### src/rtl/fifo_wr_ptr_ctrl_if.sv
// Write-side handshake bundle between the writer, the write-pointer controller and the read domain.
// The controller connects through the slave modport; the writer uses the master modport.
interface fifo_wr_ptr_ctrl_if #(
    parameter int unsigned ADDR_WIDTH = 4
);
    logic                  WEN_A;
    logic                  CLR_OVF;
    logic [ADDR_WIDTH:0]   R_PTR_GREY_ASYNC;
    logic [ADDR_WIDTH-1:0] W_ADDR_A;
    logic                  WR_ACCEPT;
    logic [ADDR_WIDTH:0]   W_PTR_GREY;
    logic                  FULL;
    logic                  ALMOST_FULL;
    logic [ADDR_WIDTH:0]   W_LEVEL;
    logic                  OVERFLOW;

    modport master (
        output WEN_A, CLR_OVF, R_PTR_GREY_ASYNC,
        input  W_ADDR_A, WR_ACCEPT, W_PTR_GREY, FULL, ALMOST_FULL, W_LEVEL, OVERFLOW
    );

    modport slave (
        input  WEN_A, CLR_OVF, R_PTR_GREY_ASYNC,
        output W_ADDR_A, WR_ACCEPT, W_PTR_GREY, FULL, ALMOST_FULL, W_LEVEL, OVERFLOW
    );
endinterface

### src/rtl/fifo_wr_ptr_ctrl.sv
// Write-side pointer controller of a dual-clock FIFO: owns the write pointer, exports it in gray
// code and derives FULL / ALMOST_FULL / level from the synchronised read pointer.
module fifo_wr_ptr_ctrl #(
    parameter int unsigned ADDR_WIDTH   = 4,
    parameter int unsigned AFULL_THRESH = 2**ADDR_WIDTH - 2,
    parameter int unsigned SYNC_STAGES  = 2
) (
    input  logic                CLK_A,
    input  logic                RST_N,
    fifo_wr_ptr_ctrl_if.slave   bus
);
    localparam int unsigned AW = ADDR_WIDTH;
    localparam logic [AW:0] AfullThr = (AW+1)'(AFULL_THRESH);

    logic [AW:0] wr_bin_q, wr_bin_d;
    logic [AW:0] wr_gray_q, wr_gray_d;
    logic [AW:0] sync_q [SYNC_STAGES];
    logic [AW:0] rd_gray_s, rd_bin_s;
    logic [AW:0] level_q, level_d;
    logic        full_q, full_d;
    logic        afull_q, afull_d;
    logic        ovf_q, ovf_d;
    logic        accept;

    function automatic logic [AW:0] bin2gray(input logic [AW:0] b);
        return b ^ (b >> 1);
    endfunction

    function automatic logic [AW:0] gray2bin(input logic [AW:0] g);
        logic [AW:0] b;
        b[AW] = g[AW];
        for (int i = int'(AW) - 1; i >= 0; i--) begin
            b[i] = b[i+1] ^ g[i];
        end
        return b;
    endfunction

    // Reset gates the accept so a request held through reset never reaches the RAM.
    assign accept    = bus.WEN_A & ~full_q & RST_N;
    assign rd_gray_s = sync_q[SYNC_STAGES-1];
    assign rd_bin_s  = gray2bin(rd_gray_s);

    always_comb begin
        wr_bin_d  = accept ? wr_bin_q + 1'b1 : wr_bin_q;
        wr_gray_d = bin2gray(wr_bin_d);
        level_d   = wr_bin_d - rd_bin_s;
        // Full when the pointers match except for the two top gray bits.
        full_d    = (wr_gray_d == {~rd_gray_s[AW:AW-1], rd_gray_s[AW-2:0]});
        afull_d   = (level_d >= AfullThr);
        ovf_d     = ovf_q;
        if (bus.WEN_A && full_q) begin
            ovf_d = 1'b1;
        end else if (bus.CLR_OVF) begin
            ovf_d = 1'b0;
        end
    end

    always_ff @(posedge CLK_A) begin
        if (!RST_N) begin
            wr_bin_q  <= '0;
            wr_gray_q <= '0;
            level_q   <= '0;
            full_q    <= 1'b0;
            afull_q   <= 1'b0;
            ovf_q     <= 1'b0;
            for (int i = 0; i < int'(SYNC_STAGES); i++) begin
                sync_q[i] <= '0;
            end
        end else begin
            wr_bin_q  <= wr_bin_d;
            wr_gray_q <= wr_gray_d;
            level_q   <= level_d;
            full_q    <= full_d;
            afull_q   <= afull_d;
            ovf_q     <= ovf_d;
            sync_q[0] <= bus.R_PTR_GREY_ASYNC;
            for (int i = 1; i < int'(SYNC_STAGES); i++) begin
                sync_q[i] <= sync_q[i-1];
            end
        end
    end

    assign bus.W_ADDR_A    = wr_bin_q[AW-1:0];
    assign bus.WR_ACCEPT   = accept;
    assign bus.W_PTR_GREY  = wr_gray_q;
    assign bus.FULL        = full_q;
    assign bus.ALMOST_FULL = afull_q;
    assign bus.W_LEVEL     = level_q;
    assign bus.OVERFLOW    = ovf_q;
endmodule

### src/flat_wrapper.sv
// flat-port wrapper written by rule: the top's interface ports become plain ports
module fifo_wr_ptr_ctrl_flat 
#(
    parameter int unsigned ADDR_WIDTH   = 4,
    parameter int unsigned AFULL_THRESH = 2**ADDR_WIDTH - 2,
    parameter int unsigned SYNC_STAGES  = 2
)
  (CLK_A, RST_N, bus_WEN_A, bus_CLR_OVF, bus_R_PTR_GREY_ASYNC, bus_W_ADDR_A, bus_WR_ACCEPT, bus_W_PTR_GREY, bus_FULL, bus_ALMOST_FULL, bus_W_LEVEL, bus_OVERFLOW);
  fifo_wr_ptr_ctrl_if #(.ADDR_WIDTH(ADDR_WIDTH)) bus_i ();
  input  logic CLK_A;
  input  logic RST_N;
  input wire logic [$bits(bus_i.WEN_A)-1:0] bus_WEN_A;
  input wire logic [$bits(bus_i.CLR_OVF)-1:0] bus_CLR_OVF;
  input wire logic [$bits(bus_i.R_PTR_GREY_ASYNC)-1:0] bus_R_PTR_GREY_ASYNC;
  output wire logic [$bits(bus_i.W_ADDR_A)-1:0] bus_W_ADDR_A;
  output wire logic [$bits(bus_i.WR_ACCEPT)-1:0] bus_WR_ACCEPT;
  output wire logic [$bits(bus_i.W_PTR_GREY)-1:0] bus_W_PTR_GREY;
  output wire logic [$bits(bus_i.FULL)-1:0] bus_FULL;
  output wire logic [$bits(bus_i.ALMOST_FULL)-1:0] bus_ALMOST_FULL;
  output wire logic [$bits(bus_i.W_LEVEL)-1:0] bus_W_LEVEL;
  output wire logic [$bits(bus_i.OVERFLOW)-1:0] bus_OVERFLOW;
  assign bus_i.WEN_A = bus_WEN_A;
  assign bus_i.CLR_OVF = bus_CLR_OVF;
  assign bus_i.R_PTR_GREY_ASYNC = bus_R_PTR_GREY_ASYNC;
  assign bus_W_ADDR_A = bus_i.W_ADDR_A;
  assign bus_WR_ACCEPT = bus_i.WR_ACCEPT;
  assign bus_W_PTR_GREY = bus_i.W_PTR_GREY;
  assign bus_FULL = bus_i.FULL;
  assign bus_ALMOST_FULL = bus_i.ALMOST_FULL;
  assign bus_W_LEVEL = bus_i.W_LEVEL;
  assign bus_OVERFLOW = bus_i.OVERFLOW;
  fifo_wr_ptr_ctrl #(.ADDR_WIDTH(ADDR_WIDTH), .AFULL_THRESH(AFULL_THRESH), .SYNC_STAGES(SYNC_STAGES)) u_core (.CLK_A(CLK_A), .RST_N(RST_N), .bus(bus_i));
endmodule
### config.mk
export PLATFORM = sky130hd
export DESIGN_NAME = fifo_wr_ptr_ctrl_flat
export DESIGN_NICKNAME = d
export VERILOG_FILES = /design/src/rtl/fifo_wr_ptr_ctrl_if.sv /design/src/rtl/fifo_wr_ptr_ctrl.sv /design/src/flat_wrapper.sv
export SDC_FILE = /design/constraint.sdc
export NUM_CORES = 1
export LEC_CHECK = 0
export BUFFER_PORTS_ARGS = -buffer_cell sky130_fd_sc_hd__buf_4
export CELL_PAD_IN_SITES_DETAIL_PLACEMENT = 0
export CELL_PAD_IN_SITES_GLOBAL_PLACEMENT = 1
export CORE_ASPECT_RATIO = 1.4
export CORE_MARGIN = 2
export CORE_UTILIZATION = 40
export DETAILED_ROUTE_END_ITERATION = 16
export GPL_TIMING_DRIVEN = 0
export PLACE_DENSITY_LB_ADDON = 0.3
export SETUP_SLACK_MARGIN = 0.02
export SYNTH_ARGS = -nofsm -noshare
export SYNTH_HDL_FRONTEND = slang
export SYNTH_SLANG_ARGS = --single-unit
### constraint.sdc
create_clock -name CLK_A -period 2.9 [get_ports CLK_A]
set_input_delay 0.29 -clock CLK_A [delete_from_list [all_inputs] [get_ports CLK_A]]
set_output_delay 0.29 -clock CLK_A [all_outputs]
set_load 0.005 [all_outputs]
# After elaboration in Yosys (flattened, before gate mapping)
# Memory sizes are Yosys's and may differ from the RTL's.
# Cells that the tools add are included.
# totals
word_cells	31
reg_bits	18
memories	1
input_bits	9
output_inout_bits	18
ramBits	10
# memory_table
name	words	word_bits	rd	rd_ports_with_merged_regs	wr	line_no	text
u_core.sync_q	2	5	2	0	2	fifo_wr_ptr_ctrl.sv:17	logic [AW:0] sync_q [SYNC_STAGES];
# classes
reduce_logical	2
n_mux	7
n_addsub	2
magnitude_cmp	1
bitwise_logic	11
n_eq_ne	1
# ops
op	n
2-to-1 mux 5 bit	3
adder 5 x 1 -> 5 bit (second input constant)	1
== test 5 bit	1
greater-or-equal comparator 5 x 4 -> 1 bit (second input constant)	1
subtractor 5 bit	1
bitwise XOR 5 x 4 -> 5 bit	1
2-to-1 mux 1 bit	4
bitwise XOR 1 bit	4
AND 1 bit	2
inverter 2 bit	1
OR 1 bit	2
nonzero test 2 bit	1
logical AND 1 bit	1
inverter 1 bit	1

# Depth between registers and ports, before layout
# Gate-level depths: netlist of run 1.
# logic_depth
depth_word	6
mapped_depth	11
depth_no_buf	11

# Least setup slack after synthesis of run 1
# OpenSTA, ideal clock, no wires.
# synth_timing
path_type	register to register
startpoint	memory u_core.sync_q[0][9] in the netlist's numbering
endpoint	register u_core.afull_q, in the netlist u_core.bus.ALMOST_FULL
required_time_ps	2783
path_buffers	0
setup_time_ps	117
path_stages_with_launch	12
period_less_slack_ps	2366
arrival_time_ps	2249
path_slack_ps	534
cell_sequence	dfxtp_1 > xnor2_1 > xor2_1 > xor2_1 > xnor2_1 > ha_1 > fa_1 > inv_1 > a21o_1 > a21oi_1 > xnor2_1 > a32o_1
# synth_rtl
element	line_no	text
from (decl)	fifo_wr_ptr_ctrl.sv:17	
to (signal assigned)	fifo_wr_ptr_ctrl.sv:74	afull_q <= afull_d;
to (decl)	fifo_wr_ptr_ctrl.sv:21	logic afull_q, afull_d;

==> results of run 1 <==
## worst max-delay path: stages (launching register included)
cell,delay (ns)
dfxtp_1,0.33
xnor2_1,0.28
xor2_1,0.26
xor2_1,0.32
xnor2_1,0.11
ha_1,0.23
fa_1,0.40
inv_1,0.07
a21o_1,0.11
a21oi_1,0.07
xnor2_1,0.14
a32o_1,0.21
## Yosys cell counts
cell / n / area [um^2]
nand4b_1: 1 / 8.76
dfxtp_1: 27 / 541
nand2_1: 5 / 18.8
ha_1: 5 / 62.6
nor2_1: 1 / 3.75
xnor3_1: 1 / 22.5
and2_1: 18 / 113
a32o_1: 1 / 10.0
nor4_1: 1 / 6.26
mux2i_1: 3 / 30.0
and4_4: 1 / 11.3
a21o_1: 2 / 15.0
nand3_1: 1 / 5.00
xor2_1: 6 / 52.6
fa_1: 1 / 20.0
nor2b_1: 7 / 43.8
xnor2_1: 18 / 158
o22ai_1: 1 / 6.26
o21ai_0: 2 / 10.0
and4b_1: 1 / 10.0
buf_6: 1 / 11.3
and3b_1: 1 / 8.76
inv_1: 7 / 26.3
nand2b_1: 1 / 6.26
clkbuf_1: 5 / 18.8
a21oi_1: 5 / 25.0
a21boi_0: 1 / 7.51
nand3b_1: 1 / 7.51
## worst max path at each step
stage	cells past startpoint	start	endpoint	slack (ns)
after floorplan	11	u_core.sync_q[0][9]	u_core.bus.ALMOST_FULL	0.53
after global placement	11	u_core.sync_q[0][9]	u_core.bus.ALMOST_FULL	0.28
after detailed placement	10	u_core.wr_bin_q[0]	u_core.bus.ALMOST_FULL	0.24
after CTS	10	u_core.wr_bin_q[0]	u_core.bus.ALMOST_FULL	0.22
after global routing	11	u_core.sync_q[0][9]	u_core.bus.ALMOST_FULL	0.06
final	11	u_core.sync_q[0][9]	u_core.bus.ALMOST_FULL	0.27
## power groups by stage
stage | Clock [mW] | Combinational, mW | Sequential [mW]
2_1_floorplan | 0 | 0.103 | 0.421
3_3_place_gp | 0 | 0.166 | 0.419
3_5_place_dp | 0 | 0.165 | 0.420
4_1_cts | 0.221 | 0.168 | 0.412
5_1_grt | 0.233 | 0.185 | 0.415
6_report | 0.213 | 0.164 | 0.412
## kinds of logic (layout without fill, tap and decap cells)
family | after synthesis | count (layout) | synth area share [%]
fa+ha+maj | 6 | 6 | 6.56
buf+inv | 13 | 43 | 4.47
flops | 27 | 27 | 42.9
compound gates | 12 | 12 | 5.86
mux | 3 | 3 | 2.39
xor+xnor | 25 | 25 | 18.5
simple gates | 39 | 39 | 19.3
## state kept, by name, indices dropped and copies added (netlist names)
name and flops:
u_core.bus.FULL 1, u_core.bus.ALMOST_FULL 1, u_core.bus.OVERFLOW 1, u_core.bus.W_PTR_GREY 5, u_core.bus.W_LEVEL 5, u_core.wr_bin_q 4
u_core.sync_q 10
## area by class of cell
type / count / area share (%)
sequential: 27 / 34.7
clock buffer: 3 / 2.65
multi-input combinational: 85 / 43.0
tap: 39 / 3.14
timing repair buffer: 26 / 12.5
clock inverter: 1 / 0.322
buffer: 6 / 1.93
inverter: 7 / 1.69
## metal layers
metal / vias up / global-route usage [%]
met2: 23 / 22.6
li1: 458 / -
met1: 399 / 16.0
met5: - / 0
met3: 5 / 2.14
met4: 0 / 7.02
## metrics by stage
stage	setup slack [ns]	hold slack [ns]	utilization (%)
finish	0.267	0.212	50.8
global route	0.0605	0.213	50.8
CTS	0.218	0.208	50.6
detailed placement	0.243	0.419	49.1
global placement	0.276	0.415	49.1
floorplan	0.534	0.412	-
## what timing repair did
item,in CTS,in global routing
resized for setup,0,1
setup buffers,0,0
endpoints found under the setup margin,0,2
## cell usage in the layout (no fill, tap or decap)
cell type | netlist | layout
xor2_2 | 0 | 1
nand3b_1 | 1 | 1
a21oi_1 | 5 | 5
o22ai_1 | 1 | 1
and2_1 | 18 | 18
nor2b_1 | 7 | 7
nand4b_1 | 1 | 1
buf_6 | 1 | 1
o21ai_0 | 2 | 2
xnor3_1 | 1 | 1
fa_1 | 1 | 1
and4b_1 | 1 | 1
nor2_1 | 1 | 1
clkinv_2 | 0 | 1
xnor2_1 | 18 | 18
nand2b_1 | 1 | 1
a32o_1 | 1 | 1
a21boi_0 | 1 | 1
clkbuf_8 | 0 | 3
xor2_1 | 6 | 5
buf_4 | 0 | 26
dfxtp_1 | 27 | 27
nand3_1 | 1 | 1
and3b_1 | 1 | 1
a21o_1 | 2 | 2
nor4_1 | 1 | 1
ha_1 | 5 | 5
nand2_1 | 5 | 5
inv_1 | 7 | 7
mux2i_1 | 3 | 3
and4_4 | 1 | 1
clkbuf_1 | 5 | 5
==> reports/summary.txt, run 1 <==
=====================================================================================
Run status                                                               complete, no violations
Hold path startpoint                                                     bus_R_PTR_GREY_ASYNC[2]
Total DRC errors in the routed layout                                               0
Syn Std Cell Area                                                           1260 um^2
Total via count in the routed design                                              885
Reg2Reg Capture Point                                                    u_core.bus.ALMOST_FULL
Yosys warns                                                                         0
Clock sinks                                                                        27
Startpoint of the lowest-slack register-to-register path                 u_core.sync_q[0][9]
Met3 WL                                                                        105 um
Reg-to-reg slack, setup                                                       0.27 ns
Half-perimeter wire length after detailed placement                           1610 um
Number of nets produced by synthesis                                              140
Drt pass-1 iters                                                                    3
Core region area                                                            3060 um^2
Post-Route WL                                                                 2180 um
Number of clock buffers inserted by TritonCTS                                       3
Worst relative slew slack                                                       77.2%
Final Hold Violating Endpoints                                                      0
Number of input and output port buffers inserted                                   26
PD cells                                                                  507 nW/um^2
Inst Count DP                                                                     190
Final nets                                                                        171
Routed metal-1 wire length                                                     925 um
Average size of a mapped cell                                               10.1 um^2
Number of setup violations in the final report                                      0
Instance count along the most critical hold path                                    2
Total track usage                                                               13.5%
Wire length of the first global-routing pass                                  3730 um
Detailed router's first-iteration violation count                                   8
Share of total power consumed by net switching                                  25.2%
Capture endpoint of the worst hold path                                  u_core.sync_q[0][2]
Period minus WS final                                                         2.63 ns
Reg2reg path depth                                                                 11
Share of power burned in registers                                              52.2%
Setup TNS after final layout                                                     0 ns
Portion of the post-synthesis area used by sequential elements                  42.9%
Max cap viols                                                                       0
Summed area of non-filler cells in the final layout                         1560 um^2
Boundary Pins                                                                      27
Final Power                                                                  0.789 mW
CTS Hold Bufs                                                                       0
Ant. Diodes                                                                         0
Ratio of final minimum period to clock period                                   90.8%
Die ar.                                                                     3620 um^2
Internal power of the cells                                                  0.590 mW
Remaining number of nets flagged by the antenna check after routing                 0
Largest buffer count on any clock path                                              2
H-Tree Level Count                                                                  1
Clock root buffer                                                            clkbuf_8
Biggest fanout along the worst timing path                                          3
Count of unique library cells instantiated by Yosys                                28
Clock skew after layout                                                    0.00196 ns
Hold crit path type                                                      primary input to flip-flop
Overflow after GRT                                                                  0
Sequential cell area in the final layout                                     541 um^2
Type of element capturing the critical path                                 flip-flop
Leakage power figure                                                         0.701 nW
Setup repair after global routing missed its margin                             false
Filler cell count in the final layout                                             316
Ratio of cells with drive above 1 in the final layout                           21.3%
Max-slew violation count                                                            0
Max Clock Freq                                                                380 MHz
Gate Count Post-Synth                                                             125
Multi-input logic area                                                       669 um^2
Combinational power share                                                       20.8%
Arrival time of the worst setup path                                          2.81 ns
FP Rows                                                                            24
Classification of the worst setup path                                   flip-flop to flip-flop
Initial core utilization                                                        41.1%
Post-synthesis to final-layout area growth                                      23.7%
Clock tree from TritonCTS                                                       built
Share of total power in the clock network                                       27.0%
Clock-pin slew of the registers on the worst-case setup and hold paths        0.09 ns
CP startpoint kind                                                          flip-flop
Die extent in y                                                               70.4 um
Flip-flop and latch count after synthesis                                          27
Via density per instance                                                         4.56
Highest routed metal layer                                                       met4
Placed cell area                                                            1500 um^2
Net switching power figure                                                   0.199 mW
Worst ir drop on vdd                                                       0.000337 V
Initial antenna violation count                                                     0
Final RePlAce weighted congestion                                               0.812
Number of global-route vias before repair                                         853
X dimension of the die                                                        51.4 um
DR WL met2                                                                    1090 um
Routed len/inst                                                               11.2 um
Pin count of the biggest net entering global routing                               16
Slew of the pin with the lowest slew margin                                  0.333 ns
Worst-skew pair later-pin latency                                             0.28 ns
Required time at the endpoint of the critical path                            3.08 ns
Filler-free cell count of the finished design                                     194
=====================================================================================
(Power assumes the default switching activity.)
==> run 2: changes to the inputs <==
--- a/config.mk
+++ b/config.mk
@@ -9,7 +9,7 @@
 export CELL_PAD_IN_SITES_DETAIL_PLACEMENT = 0
 export CELL_PAD_IN_SITES_GLOBAL_PLACEMENT = 1
 export CORE_ASPECT_RATIO = 1.4
-export CORE_MARGIN = 2
+export CORE_MARGIN = 4
 export CORE_UTILIZATION = 40
 export DETAILED_ROUTE_END_ITERATION = 16
 export GPL_TIMING_DRIVEN = 0
==> run 2 against run 1 <==
Compared with the run above:
- maximum frequency is 0.27% higher
- clock skew barely moved
- via count rose by 2.4%
- flip-flop and latch count unchanged
- sequential share of layout area up 0.084 points
- highest routed layer unchanged
- clock power fell by 2%
- critical path depth unchanged
- critical endpoint unchanged
==> reports/summary.txt, run 2 (same netlist as run 1, synthesis figures left out) <==
=====================================================================================
Run status                                                               complete, no violations   unchanged
Ratio of cells with drive above 1 in the final layout                           20.6%   was 21.3%
Instance count along the most critical hold path                                    2   unchanged
Filler-free cell count of the finished design                                     192   was 194
PD cells                                                                  507 nW/um^2   about the same
Period minus WS final                                                         2.63 ns   about the same
Overflow after GRT                                                                  0   unchanged
Post-synthesis to final-layout area growth                                      23.4%   was 23.7%
Detailed router's first-iteration violation count                                   8   unchanged
Final RePlAce weighted congestion                                               0.762   was 0.812
Combinational power share                                                       21.2%   was 20.8%
Type of element capturing the critical path                                 flip-flop   unchanged
Inst Count DP                                                                     188   was 190
Most common cell after layout, fill and taps aside                            dfxtp_1   unchanged
Remaining number of nets flagged by the antenna check after routing                 0   unchanged
Wire length of the first global-routing pass                                  4100 um   was 3730 um
Initial antenna violation count                                                     0   unchanged
Setup repair after global routing missed its margin                             false   unchanged
Arrival time of the worst setup path                                          2.79 ns   was 2.81 ns
Largest register by flop count                                           u_core.sync_q   unchanged
Final nets                                                                        171   unchanged
Number of clock buffers inserted by TritonCTS                                       3   unchanged
Cells traversed along the worst timing path                              xnor2_1 > xor2_1 > xor2_1 > xnor2_1 > ha_1 > fa_1 > inv_1 > a21o_1 > a21oi_1 > xnor2_1 > a32o_1   unchanged
Slew of the pin with the lowest slew margin                                  0.401 ns   was 0.333 ns
Post-CTS setup buffer count                                                         0   unchanged
Classification of the worst setup path                                   flip-flop to flip-flop   unchanged
Clock skew after layout                                                    0.00230 ns   was 0.00196 ns
Die ar.                                                                     4120 um^2   was 3620 um^2
Core region area                                                            2940 um^2   was 3060 um^2
Pin count of the biggest net entering global routing                               15   was 16
Total DRC errors in the routed layout                                               0   unchanged
H-Tree Level Count                                                                  1   unchanged
Max cap viols                                                                       0   unchanged
Capture endpoint of the worst hold path                                  u_core.sync_q[0][2]   unchanged
FP Rows                                                                            23   was 24
Reg2Reg Capture Point                                                    u_core.bus.ALMOST_FULL   unchanged
Initial core utilization                                                        42.9%   was 41.1%
Worst relative slew slack                                                       73.3%   was 77.2%
Total track usage                                                               12.4%   was 13.5%
Net switching power figure                                                   0.194 mW   was 0.199 mW
Number of setup violations in the final report                                      0   unchanged
Startpoint of the lowest-slack register-to-register path                 u_core.sync_q[0][9]   unchanged
Hold crit path type                                                      primary input to flip-flop   unchanged
CP startpoint kind                                                          flip-flop   unchanged
Share of power burned in registers                                              52.3%   was 52.2%
Worst ir drop on vdd                                                       0.000308 V   was 0.000337 V
X dimension of the die                                                        55.4 um   was 51.4 um
Largest buffer count on any clock path                                              2   unchanged
Clock-pin slew of the registers on the worst-case setup and hold paths        0.09 ns   about the same
Reg-to-reg slack, setup                                                       0.27 ns   about the same
Number of global-route vias before repair                                         932   was 853
Largest stage delay on the critical path                                      0.41 ns   was 0.40 ns
Leakage power figure                                                         0.698 nW   was 0.701 nW
Dominant cell type by count on the critical path                              xnor2_1   unchanged
Max FFs per register                                                               10   unchanged
Biggest fanout along the worst timing path                                          3   unchanged
Worst-path cell with the longest stage delay                                     fa_1   unchanged
Boundary Pins                                                                      27   unchanged
Clock tree from TritonCTS                                                       built   unchanged
Post-Route WL                                                                 2290 um   was 2180 um
Commonest cells after routing, fill and taps aside                       dfxtp_1, buf_4, xnor2_1, and2_1   unchanged
Required time at the endpoint of the critical path                            3.07 ns   was 3.08 ns
Number of input and output port buffers inserted                                   26   unchanged
Share of total power in the clock network                                       26.6%   was 27.0%
Hold path startpoint                                                     bus_R_PTR_GREY_ASYNC[2]   unchanged
Reg2reg path depth                                                                 11   unchanged
Final Hold Violating Endpoints                                                      0   unchanged
Internal power of the cells                                                  0.592 mW   was 0.590 mW
Clock root buffer                                                            clkbuf_8   unchanged
Drt pass-1 iters                                                                    4   was 3
Die extent in y                                                               74.4 um   was 70.4 um
Ratio of final minimum period to clock period                                   90.6%   was 90.8%
Final Power                                                                  0.787 mW   was 0.789 mW
Worst-skew pair later-pin latency                                             0.27 ns   was 0.28 ns
Via density per instance                                                         4.72   was 4.56
Max-slew violation count                                                            0   unchanged
Routed len/inst                                                               11.9 um   was 11.2 um
Half-perimeter wire length after detailed placement                           1760 um   was 1610 um
Total via count in the routed design                                              906   was 885
Share of total power consumed by net switching                                  24.7%   was 25.2%
Filler cell count in the final layout                                             295   was 316
Ant. Diodes                                                                         0   unchanged
Setup TNS after final layout                                                     0 ns   unchanged
Clock sinks                                                                        27   unchanged
Max Clock Freq                                                                381 MHz   was 380 MHz
=====================================================================================
==> run 2: changes by cell type in the layout (fill, tap and decap cells not counted), sizes merged <==
cell	before	now
clkinv	1	0
clkbuf	8	9
==> run 2: power by group through the flow <==
stage	Clock, mW	Combinational, mW	Sequential [mW]
after floorplan	0	0.103	0.421
after global routing	0.231	0.191	0.414
after global placement	0	0.166	0.419
final	0.209	0.167	0.411
after detailed placement	0	0.170	0.420
after CTS	0.218	0.172	0.412
==> run 2: worst max-delay path: cells and delay by family, from the launching register on <==
family	cells	cell delay, ns
buffers and inverters	1	0.07
adder cells (fa/ha/maj)	2	0.64
AO/OA/AOI/OAI	3	0.40
flip-flops	1	0.33
XOR/XNOR	5	1.07
==> run 2: metrics by stage <==
stage	instance area (um^2)	hold slack [ns]	util (%)	setup slack, ns
after detailed placement	1500	0.424	51.1	0.236
after CTS	1550	0.215	52.6	0.168
after floorplan	1260	0.412	-	0.534
after global placement	1500	0.415	51.1	0.281
final	1550	0.221	52.9	0.274
after global routing	1550	0.219	52.9	0.0782
==> run 2: cell type report <==
cell class              count  area (um^2)  share of cell area (%)
well taps                  37         46.3                    2.98
repair buffers             26          195                    12.6
flip-flops and latches     27          541                    34.8
plain buffers               6         30.0                    1.93
multi-input cells          85          669                    43.1
clock buffers               4         45.0                    2.90
inverters                   7         26.3                    1.69
==> run 2: how the worst max path moves through the flow <==
stage	startpoint	end	slack (ns)
after floorplan	u_core.sync_q[0][9]	u_core.bus.ALMOST_FULL	0.53
after global placement	u_core.sync_q[0][9]	u_core.bus.ALMOST_FULL	0.28
after detailed placement	u_core.wr_bin_q[0]	u_core.bus.ALMOST_FULL	0.24
after CTS	u_core.wr_bin_q[0]	u_core.bus.ALMOST_FULL	0.17
after global routing	u_core.wr_bin_q[0]	u_core.bus.ALMOST_FULL	0.08
final	u_core.sync_q[0][9]	u_core.bus.ALMOST_FULL	0.27
==> run 2: routing by layer <==
metal	global-route usage [%]	up-vias	share of wire (%)
met1	14.2	418	43
met3	2.95	4	5.6
met2	22.1	27	50
met5	0	-	0
met4	5.68	0	1.7
li1	-	457	-
==> run 2: what timing repair did <==
action,CTS,global route
hold buffers,0,0
gates resized for setup,0,1
endpoints found under the setup margin,0,2
==> run 3: changes to the inputs <==
--- a/config.mk
+++ b/config.mk
@@ -5,12 +5,13 @@
 export SDC_FILE = /design/constraint.sdc
 export NUM_CORES = 1
 export LEC_CHECK = 0
+export ABC_AREA = 1
 export BUFFER_PORTS_ARGS = -buffer_cell sky130_fd_sc_hd__buf_4
 export CELL_PAD_IN_SITES_DETAIL_PLACEMENT = 0
 export CELL_PAD_IN_SITES_GLOBAL_PLACEMENT = 1
 export CORE_ASPECT_RATIO = 1.4
 export CORE_MARGIN = 4
-export CORE_UTILIZATION = 40
+export CORE_UTILIZATION = 38
 export DETAILED_ROUTE_END_ITERATION = 16
 export GPL_TIMING_DRIVEN = 0
 export PLACE_DENSITY_LB_ADDON = 0.3
==> run 3 against run 2 <==
Compared with the run above:
- via count is 34% higher
- sequential share of layout area down 2.1 points
- cell count increased by 35%
- hold slack worse by 0.023 ns
- synthesized cell count increased by 53%
- clock skew about the same
- critical path depth up 4
- clock power is 2% lower
- clock-buffer cell count unchanged
- combinational power up 17%
- sequential power grew 2%
- register-to-register slack better by 0.07 ns
- critical path type unchanged
- critical endpoint unchanged
==> reports/summary.txt, run 3 <==
=====================================================================================
X dimension of the die                                                        58.7 um   was 55.4 um
Via density per instance                                                         4.68   was 4.72
PD cells                                                                  495 nW/um^2   was 507 nW/um^2
Most frequent cells after synthesis                                      nand2_1, inv_1, dfxtp_1, nor2_1, nand3_1   was dfxtp_1, and2_1, xnor2_1, inv_1, nor2b_1
Async set-reset flop share out of synthesis                                        0%   unchanged
Reg-to-reg slack, setup                                                       0.34 ns   was 0.27 ns
Max-slew violation count                                                            0   unchanged
Setup repair after global routing missed its margin                             false   unchanged
H-Tree Level Count                                                                  1   unchanged
Clock tree from TritonCTS                                                       built   unchanged
Setup TNS after final layout                                                     0 ns   unchanged
Drt pass-1 iters                                                                    4   unchanged
Total DRC errors in the routed layout                                               0   unchanged
Reg2reg path depth                                                                 15   was 11
Final nets                                                                        236   was 171
Post-Route WL                                                                 2830 um   was 2290 um
CTS Hold Bufs                                                                       0   unchanged
Die ar.                                                                     4640 um^2   was 4120 um^2
Ratio of final minimum period to clock period                                   88.3%   was 90.6%
Filler-free cell count of the finished design                                     260   was 192
Gate Count Post-Synth                                                             191   was 125
Arrival time of the worst setup path                                          2.73 ns   was 2.79 ns
Max Clock Freq                                                                391 MHz   was 381 MHz
Final Hold Violating Endpoints                                                      0   unchanged
Yosys warns                                                                         0   unchanged
Clock root buffer                                                            clkbuf_8   unchanged
Total track usage                                                               13.2%   was 12.4%
Top cells by area in the synthesized netlist                             dfxtp_1, nand2_1, inv_1   was dfxtp_1, xnor2_1, and2_1
Instance count along the most critical hold path                                    3   was 2
Count of unique library cells instantiated by Yosys                                24   was 28
Syn Std Cell Area                                                           1370 um^2   was 1260 um^2
Run status                                                               complete, no violations   unchanged
Synth top area share                                                            39.5%   was 42.9%
Multi-input logic area                                                       678 um^2   was 669 um^2
Half-perimeter wire length after detailed placement                           2260 um   was 1760 um
Inst Count DP                                                                     256   was 188
Slew of the pin with the lowest slew margin                                  0.464 ns   was 0.401 ns
Most common cell in the synthesized netlist                                   nand2_1   was dfxtp_1
Clock-pin slew of the registers on the worst-case setup and hold paths        0.08 ns   was 0.09 ns
Largest register by flop count                                           u_core.sync_q   unchanged
Clock sinks                                                                        27   unchanged
Worst-skew pair later-pin latency                                             0.27 ns   about the same
Library cell with the largest summed area after synthesis                     dfxtp_1   unchanged
Leakage power figure                                                         0.901 nW   was 0.698 nW
Biggest fanout along the worst timing path                                          3   unchanged
Clock skew after layout                                                    0.00260 ns   was 0.00230 ns
Number of input and output port buffers inserted                                   25   was 26
Startpoint of the lowest-slack register-to-register path                 u_core.sync_q[0][9]   unchanged
Post-route worst setup slack                                                 0.339 ns   was 0.274 ns
CP startpoint kind                                                          flip-flop   unchanged
Routed len/inst                                                               10.9 um   was 11.9 um
Prevailing post-synth register cell                                           dfxtp_1   unchanged
Hold path startpoint                                                     bus_R_PTR_GREY_ASYNC[4]   was bus_R_PTR_GREY_ASYNC[2]
Post-synthesis to final-layout area growth                                      20.7%   was 23.4%
Required time at the endpoint of the critical path                            3.07 ns   about the same
Capture endpoint of the worst hold path                                  u_core.sync_q[0][4]   was u_core.sync_q[0][2]
Initial core utilization                                                        40.1%   was 42.9%
Max cap viols                                                                       0   unchanged
Number of setup violations in the final report                                      0   unchanged
Detailed router's first-iteration violation count                                  32   was 8
Ant. Diodes                                                                         0   unchanged
Number of nets produced by synthesis                                              206   was 140
Filler cell count in the final layout                                             365   was 295
Pin count of the biggest net entering global routing                               15   unchanged
Number of global-route vias before repair                                        1149   was 932
Boundary Pins                                                                      27   unchanged
Total via count in the routed design                                             1217   was 906
Classification of the worst setup path                                   flip-flop to flip-flop   unchanged
Final RePlAce weighted congestion                                               0.815   was 0.762
Setup Slack @ Placement                                                      0.330 ns   was 0.236 ns
Most common cell after layout, fill and taps aside                            nand2_1   was dfxtp_1
Overflow after GRT                                                                  0   unchanged
FP Rows                                                                            25   was 23
Portion of the post-synthesis area used by sequential elements                  39.5%   was 42.9%
Post-CTS setup buffer count                                                         0   unchanged
Type of element capturing the critical path                                 flip-flop   unchanged
Reg2Reg Capture Point                                                    u_core.bus.ALMOST_FULL   unchanged
Core region area                                                            3410 um^2   was 2940 um^2
CTS resizes                                                                         0   unchanged
Largest buffer count on any clock path                                              2   unchanged
Sequential cell area in the final layout                                     541 um^2   unchanged
Max FFs per register                                                               10   unchanged
Worst ir drop on vdd                                                       0.000340 V   was 0.000308 V
Initial antenna violation count                                                     0   unchanged
EDFF count, synth                                                                   0   unchanged
Period minus WS final                                                         2.56 ns   was 2.63 ns
Average size of a mapped cell                                               7.17 um^2   was 10.1 um^2
Remaining number of nets flagged by the antenna check after routing                 0   unchanged
Ratio of cells with drive above 1 in the final layout                           20.0%   was 20.6%
Hold crit path type                                                      primary input to flip-flop   unchanged
Number of clock buffers inserted by TritonCTS                                       3   unchanged
Final Power                                                                  0.818 mW   was 0.787 mW
Worst relative slew slack                                                       69.1%   was 73.3%
Wire length of the first global-routing pass                                  4860 um   was 4100 um
Die extent in y                                                               79.0 um   was 74.4 um
Commonest cells after routing, fill and taps aside                       nand2_1, inv_1, dfxtp_1   was dfxtp_1, buf_4, xnor2_1, and2_1
Flip-flop and latch count after synthesis                                          27   unchanged
=====================================================================================
-- run 3: cell types whose count changed in the layout (fill, tap and decap cells not counted), moves of 6 or more --
cell     delta
inv_1      +26
nand2_1    +54
nor2_1     +17
xnor2_1    -18
and2_1     -17
nor2b_1     -7
nand2_2     +6
nand3_1    +14
-- run 3: how the worst max path moves through the flow --
| stage | from | endpoint | slack (ns) |
|---|---|---|---|
| floorplan | u_core.sync_q[0][9] | u_core.bus.ALMOST_FULL | 0.56 |
| global placement | u_core.sync_q[0][9] | u_core.bus.ALMOST_FULL | 0.34 |
| detailed placement | u_core.sync_q[0][9] | u_core.bus.ALMOST_FULL | 0.33 |
| CTS | u_core.sync_q[0][9] | u_core.bus.ALMOST_FULL | 0.30 |
| global route | u_core.sync_q[0][9] | u_core.bus.ALMOST_FULL | 0.09 |
| finish | u_core.sync_q[0][9] | u_core.bus.ALMOST_FULL | 0.34 |
-- run 3: where the power goes --
part | switching, mW | internal [mW]
clock | 0.107 | 0.0982
sequential | 0.0165 | 0.402
combinational | 0.104 | 0.0912
total | 0.227 | 0.592
-- run 3: final cells by class --
type,count,area share (%)
tap,40,3.03
sequential,27,32.7
multi-input combinational,126,41.1
timing repair buffer,25,11.4
buffer,3,1.14
clock buffer,4,2.73
inverter,35,7.95
-- run 3: metal layers --
layer	part of all wire, %	global-route usage (%)
met1	41	15.3
met2	50	22.7
met3	5.6	2.11
met4	2.6	6.80
met5	0	0
-- run 3: cells by family (layout without fill, tap and decap cells) --
| kind of cell | after synthesis | after routing | share of synthesized area (%) |
|---|---|---|---|
| and+or+nand+nor | 108 | 108 | 36.1 |
| buffers and inverters | 38 | 67 | 11.0 |
| DFF | 27 | 27 | 39.5 |
| AOI/OAI and AO/OA | 8 | 8 | 3.20 |
| adders and majority gates | 6 | 6 | 6.03 |
| xor gates and xnor gates | 4 | 4 | 4.21 |
-- run 3: worst max-delay path, cell delays in order, from the launching register on --
cell	delay (ns)
dfxtp_1	0.35
xnor2_2	0.24
xor2_2	0.23
xor2_2	0.22
nand2_1	0.07
nand2_1	0.07
inv_1	0.04
ha_1	0.21
fa_1	0.40
nor2_1	0.11
o21ai_0	0.08
and2_1	0.15
inv_1	0.05
nand3_1	0.07
nand3_1	0.11
nand2_1	0.05
-- run 3: metrics by stage --
step                      hold slack [ns]  util [%]  instance area, um^2
after detailed placement            0.398      47.1                 1610
final                               0.198      48.4                 1650
after floorplan                     0.388         -                 1370
after global placement              0.394      47.1                 1610
after CTS                           0.190      48.4                 1650
after global routing                0.196      48.4                 1650
